## config.mk

```make
export PLATFORM = sky130hd
export DESIGN_NAME = adc_frame_aligner_mc_flat
export DESIGN_NICKNAME = d
export VERILOG_FILES = /design/src/rtl/adc_frame_aligner_mc_pkg.sv /design/src/rtl/adc_frame_aligner_mc_if.sv /design/src/rtl/adc_frame_aligner_mc_lane.sv /design/src/rtl/adc_frame_aligner_mc.sv /design/src/flat_wrapper.sv
export SDC_FILE = /design/constraint.sdc
export NUM_CORES = 1
export LEC_CHECK = 0
export BUFFER_PORTS_ARGS = -buffer_cell sky130_fd_sc_hd__buf_2
export CORE_MARGIN = 5
export CORE_UTILIZATION = 60
export CTS_BUF_LIST = sky130_fd_sc_hd__clkbuf_4
export DETAILED_ROUTE_END_ITERATION = 7
export PLACE_DENSITY = 0.82
export SKIP_LAST_GASP = 1
export SYNTH_ARGS = -nofsm -noshare
export SYNTH_HDL_FRONTEND = slang
export SYNTH_SLANG_ARGS = --single-unit
export TNS_END_PERCENT = 100
```

## constraint.sdc

```tcl
create_clock -name clk -period 2.6 [get_ports clk]
set_clock_uncertainty 0.15 [all_clocks]
set_input_delay 0.13 -clock clk [delete_from_list [all_inputs] [get_ports clk]]
set_output_delay 0.13 -clock clk [all_outputs]
set_load 0.005 [all_outputs]
```

## src/rtl/adc_frame_aligner_mc_pkg.sv

```systemverilog
// Shared definitions for the ADC frame aligner.
//   - lane FSM state encoding
//   - counter width helper
//   - default frame pattern
package adc_align_pkg;

  localparam logic [2:0] ST_IDLE    = 3'd0;
  localparam logic [2:0] ST_CHECK   = 3'd1;
  localparam logic [2:0] ST_SLIP    = 3'd2;
  localparam logic [2:0] ST_SETTLE  = 3'd3;
  localparam logic [2:0] ST_CONFIRM = 3'd4;
  localparam logic [2:0] ST_ALIGNED = 3'd5;
  localparam logic [2:0] ST_FAIL    = 3'd6;

  localparam logic [7:0] DEFAULT_FRAME_PATTERN = 8'hF0;

  // Bits needed to hold 0..limit; never less than one bit.
  function automatic int cnt_w(input int limit);
    return (limit < 1) ? 1 : $clog2(limit + 1);
  endfunction

endpackage

```

## src/rtl/adc_frame_aligner_mc_if.sv

```systemverilog
// Bus between the LVDS receiver side and the frame aligner.
//   slave  : aligner view (takes lock/realign/frame words, drives flags)
//   master : receiver/controller view
interface adc_frame_aligner_mc_if #(
  parameter int NUM_LANES = 2,
  parameter int DATA_W    = 8
);
  logic                          adc_lvds_pll_locked;
  logic                          realign;
  logic [NUM_LANES*DATA_W-1:0]   frm_data;
  logic [NUM_LANES-1:0]          bitslip;
  logic [NUM_LANES-1:0]          lane_aligned;
  logic [NUM_LANES-1:0]          lane_error;
  logic                          data_aligned;
  logic                          align_error;

  modport slave (
    input  adc_lvds_pll_locked, realign, frm_data,
    output bitslip, lane_aligned, lane_error, data_aligned, align_error
  );

  modport master (
    output adc_lvds_pll_locked, realign, frm_data,
    input  bitslip, lane_aligned, lane_error, data_aligned, align_error
  );
endinterface

```

## src/rtl/adc_frame_aligner_mc_lane.sv

```systemverilog
// Single-lane frame aligner: slips the deserialiser until the frame word
// matches the pattern, confirms the lock and monitors it afterwards.
// Ports:
//   clk, reset_n   : clock, async active-low reset
//   i_pll_locked   : LVDS PLL lock (low forces IDLE)
//   i_realign      : restart request (same action as PLL loss)
//   i_frm_word     : deserialised frame word of this lane
//   o_bitslip      : registered one-cycle slip pulse
//   o_aligned      : registered lane-aligned flag
//   o_error        : registered lane-failed flag
//
// state      | meaning
// IDLE       | waiting for PLL lock
// CHECK      | compare word; match -> confirm, else slip or fail
// SLIP       | bitslip pulse is high this cycle
// SETTLE     | wait for the deserialiser to settle after a slip
// CONFIRM    | counting consecutive matches
// ALIGNED    | locked; counting consecutive misses
// FAIL       | slip budget exhausted; held until PLL loss/realign/reset
module adc_lane_aligner
  import adc_align_pkg::*;
#(
  parameter int                DATA_W        = 8,
  parameter logic [DATA_W-1:0] FRAME_PATTERN = DATA_W'(DEFAULT_FRAME_PATTERN),
  parameter int                SETTLE_CYCLES = 4,
  parameter int                CONFIRM_COUNT = 4,
  parameter int                MAX_SLIPS     = 2*DATA_W-1,
  parameter int                LOSS_COUNT    = 3
) (
  input  logic              clk,
  input  logic              reset_n,
  input  logic              i_pll_locked,
  input  logic              i_realign,
  input  logic [DATA_W-1:0] i_frm_word,
  output logic              o_bitslip,
  output logic              o_aligned,
  output logic              o_error
);

  localparam int SW = cnt_w(MAX_SLIPS);
  localparam int WW = cnt_w(SETTLE_CYCLES);
  localparam int MW = cnt_w(CONFIRM_COUNT);
  localparam int LW = cnt_w(LOSS_COUNT);

  localparam logic [SW-1:0] C_MAX_SLIPS = SW'(MAX_SLIPS);
  localparam logic [WW-1:0] C_SETTLE    = WW'(SETTLE_CYCLES);
  localparam logic [MW-1:0] C_CONFIRM   = MW'(CONFIRM_COUNT);
  localparam logic [LW-1:0] C_LOSS      = LW'(LOSS_COUNT);

  logic [2:0]    r_state;
  logic [SW-1:0] r_slip_cnt;
  logic [WW-1:0] r_wait_cnt;
  logic [MW-1:0] r_match_cnt;
  logic [LW-1:0] r_miss_cnt;
  logic          r_bitslip;
  logic          r_aligned;
  logic          r_error;

  logic          w_match;
  logic [WW-1:0] w_wait_nxt;
  logic [MW-1:0] w_match_nxt;
  logic [LW-1:0] w_miss_nxt;

  assign w_match     = (i_frm_word == FRAME_PATTERN);
  assign w_wait_nxt  = r_wait_cnt - WW'(1);
  assign w_match_nxt = r_match_cnt + MW'(1);
  assign w_miss_nxt  = r_miss_cnt + LW'(1);

  always_ff @(posedge clk or negedge reset_n) begin
    if (!reset_n) begin
      r_state     <= ST_IDLE;
      r_slip_cnt  <= '0;
      r_wait_cnt  <= '0;
      r_match_cnt <= '0;
      r_miss_cnt  <= '0;
      r_bitslip   <= 1'b0;
      r_aligned   <= 1'b0;
      r_error     <= 1'b0;
    end else if (!i_pll_locked || i_realign) begin
      // Dropping out of SETTLE here also drops any pending slip.
      r_state     <= ST_IDLE;
      r_slip_cnt  <= '0;
      r_wait_cnt  <= '0;
      r_match_cnt <= '0;
      r_miss_cnt  <= '0;
      r_bitslip   <= 1'b0;
      r_aligned   <= 1'b0;
      r_error     <= 1'b0;
    end else begin
      r_bitslip <= 1'b0;
      case (r_state)
        ST_IDLE: begin
          r_slip_cnt <= '0;
          r_state    <= ST_CHECK;
        end
        ST_CHECK: begin
          if (w_match) begin
            r_match_cnt <= MW'(1);
            if (CONFIRM_COUNT == 1) begin
              r_aligned  <= 1'b1;
              r_miss_cnt <= '0;
              r_state    <= ST_ALIGNED;
            end else begin
              r_state <= ST_CONFIRM;
            end
          end else if (r_slip_cnt == C_MAX_SLIPS) begin
            r_error <= 1'b1;
            r_state <= ST_FAIL;
          end else begin
            // Registered pulse: high for exactly the SLIP cycle.
            r_bitslip <= 1'b1;
            r_state   <= ST_SLIP;
          end
        end
        ST_SLIP: begin
          r_slip_cnt <= r_slip_cnt + SW'(1);
          r_wait_cnt <= C_SETTLE;
          r_state    <= ST_SETTLE;
        end
        ST_SETTLE: begin
          r_wait_cnt <= w_wait_nxt;
          if (w_wait_nxt == '0) r_state <= ST_CHECK;
        end
        ST_CONFIRM: begin
          if (w_match) begin
            r_match_cnt <= w_match_nxt;
            if (w_match_nxt == C_CONFIRM) begin
              r_aligned  <= 1'b1;
              r_miss_cnt <= '0;
              r_state    <= ST_ALIGNED;
            end
          end else begin
            // slip_cnt is kept so a repeat mismatch in CHECK slips again.
            r_state <= ST_CHECK;
          end
        end
        ST_ALIGNED: begin
          if (w_match) begin
            r_miss_cnt <= '0;
          end else if (w_miss_nxt == C_LOSS) begin
            r_aligned  <= 1'b0;
            r_miss_cnt <= '0;
            r_slip_cnt <= '0;
            r_state    <= ST_CHECK;
          end else begin
            r_miss_cnt <= w_miss_nxt;
          end
        end
        ST_FAIL: begin
          r_error   <= 1'b1;
          r_aligned <= 1'b0;
        end
        default: r_state <= ST_IDLE;
      endcase
    end
  end

  assign o_bitslip = r_bitslip;
  assign o_aligned = r_aligned;
  assign o_error   = r_error;

endmodule

```

## src/rtl/adc_frame_aligner_mc.sv

```systemverilog
// Multi-lane frame-pattern aligner for the fast ADC LVDS receivers.
// One independent lane aligner per lane plus registered aggregates.
// Ports:
//   clk, reset_n : deserialiser parallel clock, async active-low reset
//   bus (slave)  : adc_lvds_pll_locked, realign, frm_data in;
//                  bitslip, lane_aligned, lane_error, data_aligned,
//                  align_error out
module adc_frame_aligner_mc
  import adc_align_pkg::*;
#(
  parameter int                NUM_LANES     = 2,
  parameter int                DATA_W        = 8,
  parameter logic [DATA_W-1:0] FRAME_PATTERN = DATA_W'(DEFAULT_FRAME_PATTERN),
  parameter int                SETTLE_CYCLES = 4,
  parameter int                CONFIRM_COUNT = 4,
  parameter int                MAX_SLIPS     = 2*DATA_W-1,
  parameter int                LOSS_COUNT    = 3
) (
  input logic                   clk,
  input logic                   reset_n,
  adc_frame_aligner_mc_if.slave bus
);

  logic [NUM_LANES-1:0] w_bitslip;
  logic [NUM_LANES-1:0] w_lane_aligned;
  logic [NUM_LANES-1:0] w_lane_error;
  logic                 r_data_aligned;
  logic                 r_align_error;

  for (genvar g = 0; g < NUM_LANES; g++) begin : g_lane
    adc_lane_aligner #(
      .DATA_W        (DATA_W),
      .FRAME_PATTERN (FRAME_PATTERN),
      .SETTLE_CYCLES (SETTLE_CYCLES),
      .CONFIRM_COUNT (CONFIRM_COUNT),
      .MAX_SLIPS     (MAX_SLIPS),
      .LOSS_COUNT    (LOSS_COUNT)
    ) u_lane (
      .clk          (clk),
      .reset_n      (reset_n),
      .i_pll_locked (bus.adc_lvds_pll_locked),
      .i_realign    (bus.realign),
      .i_frm_word   (bus.frm_data[g*DATA_W +: DATA_W]),
      .o_bitslip    (w_bitslip[g]),
      .o_aligned    (w_lane_aligned[g]),
      .o_error      (w_lane_error[g])
    );
  end

  // Aggregates also clear on PLL loss/realign so every output is 0
  // on the cycle after the event, not two cycles later.
  always_ff @(posedge clk or negedge reset_n) begin
    if (!reset_n) begin
      r_data_aligned <= 1'b0;
      r_align_error  <= 1'b0;
    end else if (!bus.adc_lvds_pll_locked || bus.realign) begin
      r_data_aligned <= 1'b0;
      r_align_error  <= 1'b0;
    end else begin
      r_data_aligned <= &w_lane_aligned;
      r_align_error  <= |w_lane_error;
    end
  end

  assign bus.bitslip      = w_bitslip;
  assign bus.lane_aligned = w_lane_aligned;
  assign bus.lane_error   = w_lane_error;
  assign bus.data_aligned = r_data_aligned;
  assign bus.align_error  = r_align_error;

endmodule

```

## src/flat_wrapper.sv

```systemverilog
// flat-port wrapper written by rule: the top's interface ports become plain ports
module adc_frame_aligner_mc_flat import adc_align_pkg::*;
#(
  parameter int                NUM_LANES     = 2,
  parameter int                DATA_W        = 8,
  parameter logic [DATA_W-1:0] FRAME_PATTERN = DATA_W'(DEFAULT_FRAME_PATTERN),
  parameter int                SETTLE_CYCLES = 4,
  parameter int                CONFIRM_COUNT = 4,
  parameter int                MAX_SLIPS     = 2*DATA_W-1,
  parameter int                LOSS_COUNT    = 3
)
  (clk, reset_n, bus_adc_lvds_pll_locked, bus_realign, bus_frm_data, bus_bitslip, bus_lane_aligned, bus_lane_error, bus_data_aligned, bus_align_error);
  adc_frame_aligner_mc_if #(.NUM_LANES(NUM_LANES), .DATA_W(DATA_W)) bus_i ();
  input logic clk;
  input logic reset_n;
  input wire logic [$bits(bus_i.adc_lvds_pll_locked)-1:0] bus_adc_lvds_pll_locked;
  input wire logic [$bits(bus_i.realign)-1:0] bus_realign;
  input wire logic [$bits(bus_i.frm_data)-1:0] bus_frm_data;
  output wire logic [$bits(bus_i.bitslip)-1:0] bus_bitslip;
  output wire logic [$bits(bus_i.lane_aligned)-1:0] bus_lane_aligned;
  output wire logic [$bits(bus_i.lane_error)-1:0] bus_lane_error;
  output wire logic [$bits(bus_i.data_aligned)-1:0] bus_data_aligned;
  output wire logic [$bits(bus_i.align_error)-1:0] bus_align_error;
  assign bus_i.adc_lvds_pll_locked = bus_adc_lvds_pll_locked;
  assign bus_i.realign = bus_realign;
  assign bus_i.frm_data = bus_frm_data;
  assign bus_bitslip = bus_i.bitslip;
  assign bus_lane_aligned = bus_i.lane_aligned;
  assign bus_lane_error = bus_i.lane_error;
  assign bus_data_aligned = bus_i.data_aligned;
  assign bus_align_error = bus_i.align_error;
  adc_frame_aligner_mc #(.NUM_LANES(NUM_LANES), .DATA_W(DATA_W), .FRAME_PATTERN(FRAME_PATTERN), .SETTLE_CYCLES(SETTLE_CYCLES), .CONFIRM_COUNT(CONFIRM_COUNT), .MAX_SLIPS(MAX_SLIPS), .LOSS_COUNT(LOSS_COUNT)) u_core (.clk(clk), .reset_n(reset_n), .bus(bus_i));
endmodule
```

==> results of run 1 <==
[cell usage after synthesis (3+ instances only)]
master,n
sky130_fd_sc_hd__xor2_1,3
sky130_fd_sc_hd__clkbuf_1,7
sky130_fd_sc_hd__nor3b_1,4
sky130_fd_sc_hd__and2_1,4
sky130_fd_sc_hd__buf_4,6
sky130_fd_sc_hd__dfrtp_1,38
sky130_fd_sc_hd__nand2b_1,7
sky130_fd_sc_hd__nor3_1,9
sky130_fd_sc_hd__nand4_1,4
sky130_fd_sc_hd__a32o_1,3
sky130_fd_sc_hd__nand2_1,13
sky130_fd_sc_hd__a31oi_1,3
sky130_fd_sc_hd__nand3_1,10
sky130_fd_sc_hd__nor2b_1,10
sky130_fd_sc_hd__o31ai_1,3
sky130_fd_sc_hd__inv_1,11
sky130_fd_sc_hd__a21oi_1,21
sky130_fd_sc_hd__a22oi_1,3
sky130_fd_sc_hd__ha_1,10
sky130_fd_sc_hd__nor2_1,23
sky130_fd_sc_hd__o21ai_0,26
[kinds of logic (layout without fill, tap and decap cells)]
| family | Yosys count | count (layout) | share of synthesized area |
|---|---|---|---|
| flops | 38 | 38 | 0.419 |
| xor+xnor | 5 | 5 | 0.0193 |
| mux | 2 | 2 | 0.00881 |
| simple gates | 96 | 96 | 0.228 |
| buf+inv | 28 | 49 | 0.0606 |
| fa+ha+maj | 10 | 10 | 0.0551 |
| compound gates | 74 | 74 | 0.210 |
[power by group through the flow]
stage	Sequential (mW)	Clock (mW)	Combinational, mW
4_1_cts	0.607	0.509	0.0825
2_1_floorplan	0.610	0	0.0530
6_report	0.607	0.499	0.0815
5_1_grt	0.609	0.532	0.0936
3_5_place_dp	0.618	0	0.0808
3_3_place_gp	0.618	0	0.0783
[cell type report]
cell class | count | share of cell area
Multi-Input combinational cell | 187 | 0.474
Sequential cell | 38 | 0.381
Timing Repair Buffer | 30 | 0.0641
Clock inverter | 3 | 0.0256
Tap cell | 48 | 0.0240
Inverter | 11 | 0.0165
Clock buffer | 5 | 0.0150
[how the worst max path moves through the flow]
stage                                                                 to
after floorplan           u_core.g_lane[1].u_lane.r_state[0]$_DFFE_PN0P_
after global placement       u_core.g_lane[0].u_lane.o_error$_DFFE_PN0P_
after detailed placement     u_core.g_lane[0].u_lane.o_error$_DFFE_PN0P_
after CTS                 u_core.g_lane[1].u_lane.r_state[0]$_DFFE_PN0P_
after global routing      u_core.g_lane[1].u_lane.r_state[0]$_DFFE_PN0P_
final                     u_core.g_lane[1].u_lane.r_state[0]$_DFFE_PN0P_
[routing by layer]
metal  vias to the layer above  global-route usage  part of all wire
met5                         -                   0                 0
met4                         0              0.0772             0.015
met3                         7              0.0379             0.060
met2                        48               0.307              0.47
met1                       906               0.279              0.46
li1                        939                   -                 -
[sequential cells by signal, indices dropped and copies added (netlist names)]
name and count:
u_core.g_lane.u_lane.o_error 2, u_core.g_lane.u_lane.r_wait_cnt 6, u_core.g_lane.u_lane.r_state 6, u_core.bus.data_aligned 1
u_core.g_lane.u_lane.r_miss_cnt 4, u_core.g_lane.u_lane.o_aligned 2, u_core.bus.align_error 1, u_core.g_lane.u_lane.r_match_cnt 6
u_core.g_lane.u_lane.o_bitslip 2, u_core.g_lane.u_lane.r_slip_cnt 8
[timing repair]
item	in CTS	in global routing
endpoints found under the setup margin	0	0
hold buffers	1	0
buffers inserted	0	0
hold endpoints to repair	38	0
[metrics by stage]
stage	worst slack, ns	cells
after detailed placement	0.566	313
after global routing	0.412	322
final	0.579	322
after global placement	0.593	313
after CTS	0.569	322
after floorplan	0.780	253
[worst register-to-register path, cell delays in order, from the launching register on]
cell and delay (ns):
sky130_fd_sc_hd__dfrtp_1 0.42, sky130_fd_sc_hd__inv_1 0.06, sky130_fd_sc_hd__ha_1 0.23, sky130_fd_sc_hd__xnor2_1 0.20
sky130_fd_sc_hd__nand2_1 0.10, sky130_fd_sc_hd__a32o_1 0.30, sky130_fd_sc_hd__a2111o_1 0.35, sky130_fd_sc_hd__a21oi_1 0.15
==> reports/results.tsv, run 1 <==
metric	value	unit
outcome	finished clean	
netlist-cell-type-count	47	
wire_length_of_the_first_global_routing_pass	8170	um
worst_r2r_startpoint	u_core.g_lane[1].u_lane.r_wait_cnt[0]$_DFFE_PN0P_	
clock_path_buffers	2	
synth_top_cell_area_share	0.419	
largest_net_degree_at_the_start_of_global_routing	39	
grt_use_total	0.200	
cts_resized	0	
holdCritStartpoint	bus_realign	
max_slew.worst_pin.slew	0.835	ns
layout.core_utilization	0.682	
max-cap-violations	0	
cts_inserted_buffers	5	
yosys_warnings	0	
fin_hold_ws	0.0599	ns
slowest_stage	sky130_fd_sc_hd__dfrtp_1	
path_class	reg2reg	
cp-startpoint	u_core.g_lane[1].u_lane.r_wait_cnt[0]$_DFFE_PN0P_	
synth-async-reset-ratio	1.00	
timing.critical_path.max_delay_family	compound AO/OA/AOI/OAI gates	
first_global_vias	1799	
routedWlPerCell	14.2	um
hold_viol	0	
post_route_cells_drive_above_1_share	0.157	
largest_driver_fanout_on_the_critical_path	4	
place_hpwl	3330	um
sw_frac_of_total	0.221	
worst_r2r_endpoint	u_core.g_lane[1].u_lane.r_state[0]$_DFFE_PN0P_	
global_route.overflow_total	0	
cell_area_after_synthesis	0.00227	mm^2
syn_inst	253	
synth_edf_count	0	
cp-start-kind	flop	
synthTopCellsByArea	sky130_fd_sc_hd__dfrtp_1, sky130_fd_sc_hd__o21ai_0, sky130_fd_sc_hd__ha_1, sky130_fd_sc_hd__a21oi_1, sky130_fd_sc_hd__nor2_1	
hp-class	in2reg	
sequential_fraction_of_design_power	0.511	
comb_power_share	0.069	
p_total	1.19	mW
tritoncts	done	
final_nets	303	
finalSetupTns	0	ns
report.final.slew_viol_count	0	
drt_iter0_markers	142	
floorplan.initialDensity	0.621	
width_of_the_die	71.5	um
post_dp_cell_area	0.00239	mm^2
cp_num_buf_inv	1	
postSynthAreaPerCell	8.98	um^2
placementRows	22	
synth_top_area_cell	sky130_fd_sc_hd__dfrtp_1	
wl	4570	um
rsz0062_at_grt	no	
switchingPower	0.263	mW
drtAntennaViolNets	0	
timing.hold.worst_endpoint	u_core.g_lane[0].u_lane.r_state[0]$_DFFE_PN0P_	
worst_reg2reg_setup_slack	0.58	ns
setup_viol	0	
worst_vdd_drop	0.336	mV
die_footprint	0.00512	mm^2
min_period	2.02	ns
worstHoldPathCells	5	
cts_max_level	2	
cp_num_cells	7	
most_frequent_cells_in_the_layout	sky130_fd_sc_hd__dfrtp_1, sky130_fd_sc_hd__buf_2, sky130_fd_sc_hd__o21ai_0	
most_common_library_cell_in_the_layout_ignoring_fill_and_taps	sky130_fd_sc_hd__dfrtp_1	
globalplace.congestion	0.864	
arr_time_crit_path	2.16	ns
boundaryPins	28	
fill_cells	304	
worst-r2r-cell-count	7	
detailroute.via_count	1900	
synth_ff_type	sky130_fd_sc_hd__dfrtp_1	
clock_insertion_delay_worst_skew	0.35	ns
seq_area_frac_synth	0.419	
cts.root.buffer_cell	sky130_fd_sc_hd__clkbuf_4	
synth.ff_latch_count	38	
req_time_crit_path	2.74	ns
clock_power_share	0.420	
placement.io_buffers	27	
avgViaCountPerCell	5.90	
cts_sinks	38	
drc	0	
die_y	71.5	um
diodes	0	
cellLeakagePower	1.09	nW
drt_pre_antenna_iters	4	
slowest_delay	0.42	ns
finalCritPeriodShare	0.777	
area_of_the_multi_input_gates	0.00118	mm^2
layout-area-overhead-vs-synth	9.91	%
core_area	0.00366	mm^2
post_syn_nets	283	
timing.max_slew.rel_slack	0.444	
register_area	951	um^2
antenna_found_initial	0	
fin_area	0.00250	mm^2
cellInternalPower	0.925	mW
fmax	495	MHz
cts.clk_slew.worst_paths	0.11	ns
timing.critical_path.cells	inv_1 -> ha_1 -> xnor2_1 -> nand2_1 -> a32o_1 -> a2111o_1 -> a21oi_1	
endpoint_kind	flop	
powerDensity	476	mW/mm^2
Power figures use the tool's default switching activity.
==> inputs of run 2 (changes only) <==
--- a/config.mk
+++ b/config.mk
@@ -5,12 +5,13 @@
 export SDC_FILE = /design/constraint.sdc
 export NUM_CORES = 1
 export LEC_CHECK = 0
+export ABC_AREA = 1
 export BUFFER_PORTS_ARGS = -buffer_cell sky130_fd_sc_hd__buf_2
 export CORE_MARGIN = 5
-export CORE_UTILIZATION = 60
+export CORE_UTILIZATION = 55
 export CTS_BUF_LIST = sky130_fd_sc_hd__clkbuf_4
 export DETAILED_ROUTE_END_ITERATION = 7
-export PLACE_DENSITY = 0.82
+export PLACE_DENSITY = 0.79
 export SKIP_LAST_GASP = 1
 export SYNTH_ARGS = -nofsm -noshare
 export SYNTH_HDL_FRONTEND = slang
==> constraint.sdc (replaced) <==
create_clock -name clk -period 1.65 [get_ports clk]
set_clock_uncertainty 0.15 [all_clocks]
set_input_delay 0.0825 -clock clk [delete_from_list [all_inputs] [get_ports clk]]
set_output_delay 0.0825 -clock clk [all_outputs]
set_load 0.005 [all_outputs]
==> reports/results.tsv, run 2 <==
metric	value	unit
width_of_the_die	76.0	um
cell_area_after_synthesis	0.00240	mm^2
placementRows	24	
clock_insertion_delay_worst_skew	0.35	ns
setup_viol	0	
globalplace.congestion	0.904	
worstHoldPathCells	5	
synth_top_cell_area_share	0.396	
worst_r2r_endpoint	u_core.g_lane[1].u_lane.r_state[2]$_DFFE_PN0P_	
cts_max_level	2	
global_route.usage.met1	0.205	
first_global_vias	2116	
drtAntennaViolNets	0	
worst_vdd_drop	0.463	mV
cts_sinks	38	
die_y	76.0	um
cp-startpoint	bus_frm_data[4]	
switchingPower	0.446	mW
drt_pre_antenna_iters	4	
hold_viol	0	
max-cap-violations	0	
synth-async-reset-ratio	1.00	
post_dp_cell_area	0.00261	mm^2
worst_reg2reg_setup_slack	0.08	ns
synth_ff_type	sky130_fd_sc_hd__dfrtp_1	
boundaryPins	28	
routedWlPerCell	12.2	um
synth_top_area_cell	sky130_fd_sc_hd__dfrtp_1	
layout-area-overhead-vs-synth	17.2	%
place_worst_setup_slack	0.0336	ns
diodes	0	
most_common_library_cell_in_the_layout_ignoring_fill_and_taps	sky130_fd_sc_hd__nand2_1	
wire_length_of_the_first_global_routing_pass	8900	um
slowest_delay	0.61	ns
place_hpwl	3790	um
worst-r2r-cell-count	8	
gr_util_met2	0.337	
cts.clk_slew.worst_paths	0.11	ns
min_period	1.59	ns
sw_frac_of_total	0.270	
slowest_stage	sky130_fd_sc_hd__dlygate4sd3_1	
clock_power_share	0.297	
final_nets	400	
worst_r2r_startpoint	u_core.g_lane[1].u_lane.r_match_cnt[0]$_DFFE_PN0P_	
post_route_cells_drive_above_1_share	0.256	
cts_inserted_buffers	5	
timing.hold.worst_endpoint	u_core.g_lane[1].u_lane.o_bitslip$_DFF_PN0_	
fin_area	0.00281	mm^2
largest_register	u_core.g_lane.u_lane.r_slip_cnt	
clock_path_buffers	2	
detailroute.via_count	2204	
fmax	627	MHz
floorplan.initialDensity	0.559	
avgViaCountPerCell	5.21	
drt_iter0_markers	109	
finalCritPeriodShare	0.966	
report.final.slew_viol_count	0	
core_area	0.00429	mm^2
gr-usage-met3	0.0426	
most_frequent_cells_in_the_layout	sky130_fd_sc_hd__nand2_1, sky130_fd_sc_hd__dfrtp_1, sky130_fd_sc_hd__inv_1	
cts.root.buffer_cell	sky130_fd_sc_hd__clkbuf_4	
antenna_found_initial	0	
holdCritStartpoint	bus_frm_data[9]	
synthTopCellsByArea	sky130_fd_sc_hd__dfrtp_1, sky130_fd_sc_hd__nand2_1, sky130_fd_sc_hd__nand3_1, sky130_fd_sc_hd__inv_1, sky130_fd_sc_hd__ha_1	
hp-class	in2reg	
layer_with_the_highest_usage_after_global_routing	met2	
syn_inst	324	
wl	5140	um
synth_edf_count	0	
timing.max_slew.rel_slack	0.678	
comb_power_share	0.120	
synth_most_common_cell	sky130_fd_sc_hd__nand2_1	
yosys_warnings	0	
largest_net_degree_at_the_start_of_global_routing	39	
powerDensity	588	mW/mm^2
postSynthAreaPerCell	7.40	um^2
max_ffs_per_register	8	
path_class	in2reg	
sequential_fraction_of_design_power	0.583	
cellInternalPower	1.21	mW
placement.io_buffers	27	
global_route.overflow_total	0	
timing.critical_path.cells	dlygate4sd3_1 -> buf_2 -> nand4_1 -> nor2_4 -> dlygate4sd3_1 -> nand4_1 -> nand2_1	
outcome	finished clean	
max_slew.worst_pin.slew	0.484	ns
post_syn_nets	354	
req_time_crit_path	1.80	ns
top_cells_by_instance_count_after_synthesis	sky130_fd_sc_hd__nand2_1, sky130_fd_sc_hd__dfrtp_1, sky130_fd_sc_hd__inv_1, sky130_fd_sc_hd__nand3_1, sky130_fd_sc_hd__nor2_1	
die_footprint	0.00578	mm^2
cellLeakagePower	1.52	nW
tritoncts	done	
largest_driver_fanout_on_the_critical_path	3	
timing.final.ws_setup	0.0555	ns
p_total	1.65	mW
synth.ff_latch_count	38	
grt_use_total	0.182	
endpoint_kind	flop	
arr_time_crit_path	1.74	ns
netlist-cell-type-count	31	
seq_area_frac_synth	0.396	
cp-start-kind	primary input	
drc	0	
run 2: cell types whose count changed in the layout (fill, tap and decap cells not counted), moves of 12 or more:
cell / change
sky130_fd_sc_hd__o21ai_0: -14
sky130_fd_sc_hd__a21oi_1: -12
sky130_fd_sc_hd__nand2_1: +75
sky130_fd_sc_hd__nand3_1: +20
sky130_fd_sc_hd__buf_4: +13
sky130_fd_sc_hd__inv_1: +23
run 2: through the flow:
step	hold WS (ns)	util	instances	setup TNS, ns
after floorplan	-0.363	-	324	0
after global routing	0.0353	0.655	423	-0.00992
after CTS	0.00270	0.634	418	0
after detailed placement	0.0142	0.607	404	0
final	0.00748	0.655	423	0
after global placement	0.0116	0.607	404	0
run 2: worst max path at each step:
| stage | end | slack, ns | depth (start not counted) |
|---|---|---|---|
| after floorplan | u_core.g_lane[1].u_lane.r_state[2]$_DFFE_PN0P_ | 0.1 | 8 |
| after global placement | u_core.g_lane[0].u_lane.r_state[2]$_DFFE_PN0P_ | 0.09 | 8 |
| after detailed placement | u_core.g_lane[0].u_lane.r_state[2]$_DFFE_PN0P_ | 0.03 | 8 |
| after CTS | u_core.g_lane[1].u_lane.r_state[2]$_DFFE_PN0P_ | 0.01 | 8 |
| after global routing | u_core.g_lane[0].u_lane.r_state[2]$_DFFE_PN0P_ | -0.009 | 10 |
| final | u_core.g_lane[0].u_lane.r_match_cnt[2]$_DFFE_PN0P_ | 0.06 | 7 |
run 2: worst max-delay path: cells and delay by family:
kind | cells | cell delay, ns
simple gates | 4 | 0.44
buf+inv | 3 | 1.22
run 2: layout make-up:
class / instances / area (um^2)
fillers: 357 / 1480
multi-input cells: 234 / 1270
flip-flops and latches: 38 / 951
inverters: 43 / 161
repair buffers: 48 / 308
clock inverters: 2 / 8.76
well taps: 52 / 65.1
clock buffers: 6 / 45.0
run 2: cells by family (layout without fill, tap and decap cells):
kind of cell,Yosys count,after routing,synth area share
compound gates,35,35,0.0856
xor+xnor,4,4,0.0146
fa+ha+maj,10,10,0.0522
buf+inv,52,99,0.0949
flops,38,38,0.396
simple gates,185,185,0.356
run 2: repair_timing:
action	CTS	global route
buffers inserted	0	5
hold buffers	6	0
setup endpoints to repair	0	11
endpoints found under the hold margin	42	0
resized for setup	0	14
run 2: power groups by stage:
stage | clock network (mW) | registers (mW) | logic (mW)
floorplan | 0 | 0.980 | 0.105
global placement | 0 | 0.980 | 0.186
detailed placement | 0 | 0.981 | 0.191
CTS | 0.500 | 0.963 | 0.200
global route | 0.537 | 0.966 | 0.228
finish | 0.490 | 0.963 | 0.199
run 2: per-layer routing:
metal / vias to the layer above / part of all wire
met5: - / 0
met1: 1012 / 0.40
met2: 52 / 0.53
li1: 1134 / -
met4: 0 / 0.013
met3: 6 / 0.056
